### src/rtl/mcp3202_sample_scheduler.sv
// Purpose : frame-driven conversion scheduler for a triggered MCP3202 SPI master; serves CH0/CH1 each
//           frame, lends idle ADC time to a host one-shot port, tags results, flags overrun/timeout.
// Latency : IDLE select -> spi_start 1 cycle; spi_dv -> smp_vld 1 cycle.
// Backpressure: none on results (smp_vld is a pulse); host_req is a level held until host_gnt.
// Ports   : clk/rst_n (async active-low); en gates the frame timer; host_req/host_ch/host_sgl/host_gnt
//           host request; spi_start/spi_sgl/spi_odd/spi_dv/spi_data SPI master handshake;
//           smp_vld/smp_data/smp_ch/smp_src tagged result; ovr/tmo sticky errors, err_clr clears them.
// Option  : define MCP_SCHED_TIMESTAMP_EN to add smp_ts[15:0], the frame index of each result.
module mcp3202_sample_scheduler #(
  parameter int       FCLK        = 100_000_000,
  parameter int       FSMPL       = 500,
  parameter bit [1:0] CH_MASK     = 2'b11,
  parameter bit       SGL         = 1'b1,
  parameter int       TIMEOUT_CYC = 20000
) (
  input  logic        clk,
  input  logic        rst_n,
  input  logic        en,
  input  logic        host_req,
  input  logic        host_ch,
  input  logic        host_sgl,
  output logic        host_gnt,
  output logic        spi_start,
  output logic        spi_sgl,
  output logic        spi_odd,
  input  logic        spi_dv,
  input  logic [11:0] spi_data,
  output logic        smp_vld,
  output logic [11:0] smp_data,
  output logic        smp_ch,
  output logic        smp_src,
  output logic        ovr,
  output logic        tmo,
  input  logic        err_clr
`ifdef MCP_SCHED_TIMESTAMP_EN
  ,
  output logic [15:0] smp_ts
`endif
);

  localparam int FRAME_CYC = FCLK / FSMPL;
  localparam int CNT_W     = (FRAME_CYC > 1) ? $clog2(FRAME_CYC) : 1;
  localparam int TMO_W     = $clog2(TIMEOUT_CYC + 1);

  typedef enum logic [1:0] {S_IDLE, S_ISSUE, S_WAIT, S_DONE} state_t;

  state_t           state_q, state_d;
  logic [CNT_W-1:0] fcnt_q, fcnt_d;
  logic [TMO_W-1:0] tcnt_q, tcnt_d;
  logic [1:0]       pend_q, pend_d;
  logic [1:0]       consume;
  logic [1:0]       pend_rem;
  logic             ch_q, ch_d;
  logic             sgl_q, sgl_d;
  logic             src_q, src_d;
  logic [11:0]      data_q, data_d;
  logic             ovr_q, ovr_d;
  logic             tmo_q, tmo_d;
  logic             tick;
  logic             tmo_set;
  logic             sel;

  // Frame timer: held at zero while disabled so the first tick lands a full frame after en rises.
  always_comb begin
    tick   = en && (fcnt_q == CNT_W'(FRAME_CYC - 1));
    fcnt_d = (!en || tick) ? '0 : fcnt_q + CNT_W'(1);
  end

  // Conversion sequencer. Pending channels always win over the host, CH0 before CH1.
  always_comb begin
    state_d   = state_q;
    tcnt_d    = tcnt_q;
    ch_d      = ch_q;
    sgl_d     = sgl_q;
    src_d     = src_q;
    data_d    = data_q;
    consume   = 2'b00;
    sel       = 1'b0;
    host_gnt  = 1'b0;
    spi_start = 1'b0;
    smp_vld   = 1'b0;
    tmo_set   = 1'b0;
    case (state_q)
      S_IDLE: begin
        if (pend_q[0]) begin
          consume = 2'b01; sel = 1'b1; ch_d = 1'b0; sgl_d = SGL; src_d = 1'b0;
        end else if (pend_q[1]) begin
          consume = 2'b10; sel = 1'b1; ch_d = 1'b1; sgl_d = SGL; src_d = 1'b0;
        end else if (host_req) begin
          host_gnt = 1'b1; sel = 1'b1; ch_d = host_ch; sgl_d = host_sgl; src_d = 1'b1;
        end
        if (sel) state_d = S_ISSUE;
      end
      S_ISSUE: begin
        spi_start = 1'b1;
        tcnt_d    = '0;
        state_d   = S_WAIT;
      end
      S_WAIT: begin
        // A word arriving on the last allowed cycle still counts as on time.
        if (spi_dv) begin
          data_d  = spi_data;
          state_d = S_DONE;
        end else if (tcnt_q == TMO_W'(TIMEOUT_CYC - 1)) begin
          tmo_set = 1'b1;
          state_d = S_IDLE;
        end else begin
          tcnt_d = tcnt_q + TMO_W'(1);
        end
      end
      S_DONE: begin
        smp_vld = 1'b1;
        state_d = S_IDLE;
      end
      default: state_d = S_IDLE;
    endcase
  end

  // Pending bookkeeping: a bit consumed on the tick cycle is re-armed without counting as overrun.
  always_comb begin
    pend_rem = pend_q & ~consume;
    pend_d   = en ? (pend_rem | (tick ? CH_MASK : 2'b00)) : 2'b00;
    ovr_d    = (tick && (pend_rem != 2'b00)) || (ovr_q && !err_clr);
    tmo_d    = tmo_set || (tmo_q && !err_clr);
  end

  always_ff @(posedge clk or negedge rst_n) begin
    if (!rst_n) begin
      state_q <= S_IDLE;
      fcnt_q  <= '0;
      tcnt_q  <= '0;
      pend_q  <= 2'b00;
      ch_q    <= 1'b0;
      sgl_q   <= 1'b0;
      src_q   <= 1'b0;
      data_q  <= '0;
      ovr_q   <= 1'b0;
      tmo_q   <= 1'b0;
    end else begin
      state_q <= state_d;
      fcnt_q  <= fcnt_d;
      tcnt_q  <= tcnt_d;
      pend_q  <= pend_d;
      ch_q    <= ch_d;
      sgl_q   <= sgl_d;
      src_q   <= src_d;
      data_q  <= data_d;
      ovr_q   <= ovr_d;
      tmo_q   <= tmo_d;
    end
  end

`ifdef MCP_SCHED_TIMESTAMP_EN
  // Frame index counts ticks; each conversion takes the index current when it was selected.
  logic [15:0] frm_q, ts_q;
  always_ff @(posedge clk or negedge rst_n) begin
    if (!rst_n) begin
      frm_q <= '0;
      ts_q  <= '0;
    end else begin
      if (tick) frm_q <= frm_q + 16'd1;
      if (sel)  ts_q  <= frm_q;
    end
  end
  assign smp_ts = ts_q;
`endif

  assign spi_sgl  = sgl_q;
  assign spi_odd  = ch_q;
  assign smp_ch   = ch_q;
  assign smp_src  = src_q;
  assign smp_data = data_q;
  assign ovr      = ovr_q;
  assign tmo      = tmo_q;

endmodule
### config.mk
export PLATFORM = sky130hd
export DESIGN_NAME = mcp3202_sample_scheduler
export DESIGN_NICKNAME = d
export VERILOG_FILES = /design/src/rtl/mcp3202_sample_scheduler.sv
export SDC_FILE = /design/constraint.sdc
export NUM_CORES = 1
export LEC_CHECK = 0
export CORE_MARGIN = 3
export CORE_UTILIZATION = 42
export CTS_CLUSTER_DIAMETER = 150
export DETAILED_ROUTE_END_ITERATION = 8
export HOLD_SLACK_MARGIN = 0.15
export SYNTH_ARGS = -nofsm -noshare
export SYNTH_HDL_FRONTEND = slang
export SYNTH_SLANG_ARGS = --single-unit
### constraint.sdc
create_clock -name clk -period 5 [get_ports clk]
set_input_delay 1 -clock clk [delete_from_list [all_inputs] [get_ports clk]]
set_output_delay 1 -clock clk [all_outputs]
set_load 0.02 [all_outputs]
==> flow_summary.json <==
{
  "outcome": "complete, no violations",
  "crit_top_cell": "clkdlybuf4s50_1",
  "cts_buffers": 5,
  "crit_slowest_cell": "clkdlybuf4s50_1",
  "wl_per_cell_um": 14.61,
  "synth.most_common_cell": "dfrtp_1",
  "hold_buffers": 0,
  "wl_um": 5406,
  "min_from": "fcnt_q[0]",
  "vias": 1995,
  "rsz0062_at_grt": "no",
  "fin_nets": 316,
  "syn_inst": 253,
  "crit_type": "in2out",
  "leakagePower_nw": 1.371,
  "cp-start-kind": "input pin",
  "synth.area.top_cells": "dfrtp_1 (51%), mux2_2 (5.1%), nor2_1 (3.7%), nand2_1 (3.1%), xnor2_1 (3.0%)",
  "clk_pin_slew_worst_paths_ns": 0.09,
  "hold_violations": 0,
  "ys_seq_area_frac": 0.5118,
  "ys_dominant_reg_cell": "dfrtp_1",
  "nFillCells": 561,
  "tns_ns": 0,
  "cts_resized": 0,
  "period_minus_slack_ns": 3.413,
  "grt_usage": 0.1579,
  "power_density_nw_per_um2": 399.3,
  "tightest_slew_ns": 1.118,
  "antenna_found_initial": 0,
  "syn_nets": 275,
  "max_freq_ghz": 0.2930,
  "whs_path_depth": 1,
  "yosysWarnings": 0,
  "drive_gt1_frac": 0.1119,
  "synth_top_area_share": 0.5118,
  "place.gp.congestion": 0.7903,
  "viasPerCell": 5.392,
  "synth-edff-count": 0,
  "syn_to_final_growth_pct": 20.95,
  "reg2regPathDepth": 5,
  "syn_area_um2": 2640,
  "clock-skew-final_ns": 0.006469,
  "grt_pass1_wl_um": 9308,
  "core-area_um2": 5991,
  "cts_tree": "built",
  "synth.distinct_cells": 54,
  "drtIter0Drc": 80,
  "path_cells": "clkdlybuf4s50_1 > nand2_1 > nor3_1 > clkdlybuf4s50_1",
  "drc_errors": 0,
  "ir_drop_uv": 257.8,
  "io_buffers": 40,
  "clk-insertion-delay-late_ns": 0.30,
  "place.detailed.hpwl_um": 3815,
  "slew_violations": 0,
  "die_h_um": 85.28,
  "rrSetupSlack_ns": 2.77,
  "grt_max_degree": 55,
  "ys_ff_latch": 54,
  "min_to": "fcnt_q[0]",
  "finalSetupViolCount": 0,
  "critPathCaptureType": "output pin",
  "worstReg2RegStart": "tcnt_q[0]",
  "syn_avg_cell_area_um2": 10.43,
  "max-slew-margin-rel": 0.2496,
  "cp_num_buf_inv": 2,
  "grt-ovfl-total": 0,
  "antenna_left": 0,
  "pre_cts_ws_ns": 1.575,
  "cts.sinks": 54,
  "min_path_type": "reg2reg",
  "clockBufferDepth": 2,
  "dp_cells": 362,
  "row_count": 28,
  "postCtsSetupRepairBufs": 0,
  "synth_async_sr_flop_share": 1.000,
  "instances_no_fill": 370,
  "cpLargestDelayFamily": "buffers and inverters",
  "fin_crit_sh": 0.6825,
  "fp.dieW_um": 85.28,
  "clock-root-buffer": "clkbuf_8",
  "cap_violations": 0,
  "diodes": 0,
  "critical_path_arrival_ns": 2.41,
  "r2r_end": "tcnt_q[14]",
  "h-tree-depth": 2,
  "ios": 41,
  "power_mw": 1.275,
  "worstPathRequired_ns": 4.00,
  "drt-pass1-iter-count": 4,
  "grt_pass1_vias": 1943,
  "worstPathMaxFanout": 6,
  "initial_core_util": 0.4407,
  "slowest_delay_ns": 0.63,
  "fin_ws_ns": 1.587,
  "die-area_um2": 7273,
  "yosysTopAreaCell": "dfrtp_1",
  "synth_commonest_cells": "dfrtp_1 (54), nor2_1 (26), nand2_1 (22), nand3_1 (14), mux2_2 (12)"
}
[logic make-up after synthesis]
family / Yosys count / share of synthesized area
multiplexers: 18 / 0.07393
buffers and inverters: 14 / 0.02322
XOR/XNOR: 11 / 0.03650
adder cells (fa/ha/maj): 3 / 0.01327
AO/OA/AOI/OAI: 40 / 0.1043
AND/OR/NAND/NOR: 113 / 0.2370
flip-flops: 54 / 0.5118
[worst reg2reg max path, cell delays in order, from the launching register on]
cell     delay (ns)
dfrtp_1        0.42
ha_1           0.25
and4_1         0.25
a41oi_2        0.57
nor2_1         0.29
a211o_1        0.36
[area by class of cell]
type	instances	area, um^2	area share
sequential	54	1351	0.4232
multi-input combinational	185	1227	0.3844
timing repair buffer	41	402.9	0.1262
tap	75	93.84	0.02939
clock buffer	7	86.33	0.02704
inverter	7	26.28	0.008229
clock inverter	1	5.005	0.001567
[placed cells by master (no fill, tap or decap), types with 3 or more instances in the layout]
master            n
dfrtp_1          54
clkdlybuf4s50_1  39
nor2_1           26
nand2_1          22
nand3_1          14
mux2_2           12
a21oi_1          11
xnor2_1           9
nor3_1            9
inv_1             7
nand4_1           7
o21ai_0           7
mux2i_1           6
and3_1            6
clkbuf_8          6
a211o_1           5
or3_1             3
nor4_1            3
o22ai_1           3
[layer usage]
layer / vias to the layer above / track usage / share of wire
met5: - / 0 / 0
met1: 960 / 0.2102 / 0.48
met2: 27 / 0.2592 / 0.49
met4: 0 / 0.04317 / 0.0092
li1: 1001 / - / -
met3: 7 / 0.03592 / 0.029
[state kept, by name (all words and copies together), names as in the netlist]
| name | count |
|---|---|
| tcnt_q | 15 |
| pend_q | 2 |
| spi_sgl | 1 |
| tmo | 1 |
| smp_ch | 1 |
| state_q | 2 |
| smp_data | 12 |
| fcnt_q | 18 |
| ovr | 1 |
| smp_src | 1 |
[power by group]
part / switching (mW) / total [mW] / internal (mW)
registers: 0.0546 / 0.567 / 0.513
logic: 0.240 / 0.459 / 0.219
clock network: 0.136 / 0.248 / 0.112
total: 0.431 / 1.27 / 0.844
[how the worst max path moves through the flow]
stage,startpoint,to,slack [ns],cells past startpoint
3_5_place_dp,host_req,host_gnt,1.57,4
2_1_floorplan,host_req,host_gnt,2.49,2
3_3_place_gp,host_req,host_gnt,1.60,4
6_report,host_req,host_gnt,1.59,4
4_1_cts,host_req,host_gnt,1.58,4
5_1_grt,host_req,host_gnt,1.49,4
[per-stage QoR]
stage / instance area [um^2] / util / hold slack (ns)
floorplan: 2640 / - / 0.4511
global placement: 3102 / 0.5178 / 0.4816
detailed placement: 3102 / 0.5178 / 0.4919
CTS: 3193 / 0.5330 / 0.5122
global route: 3193 / 0.5330 / 0.5214
finish: 3193 / 0.5330 / 0.5117
(Power assumes the default switching activity.)
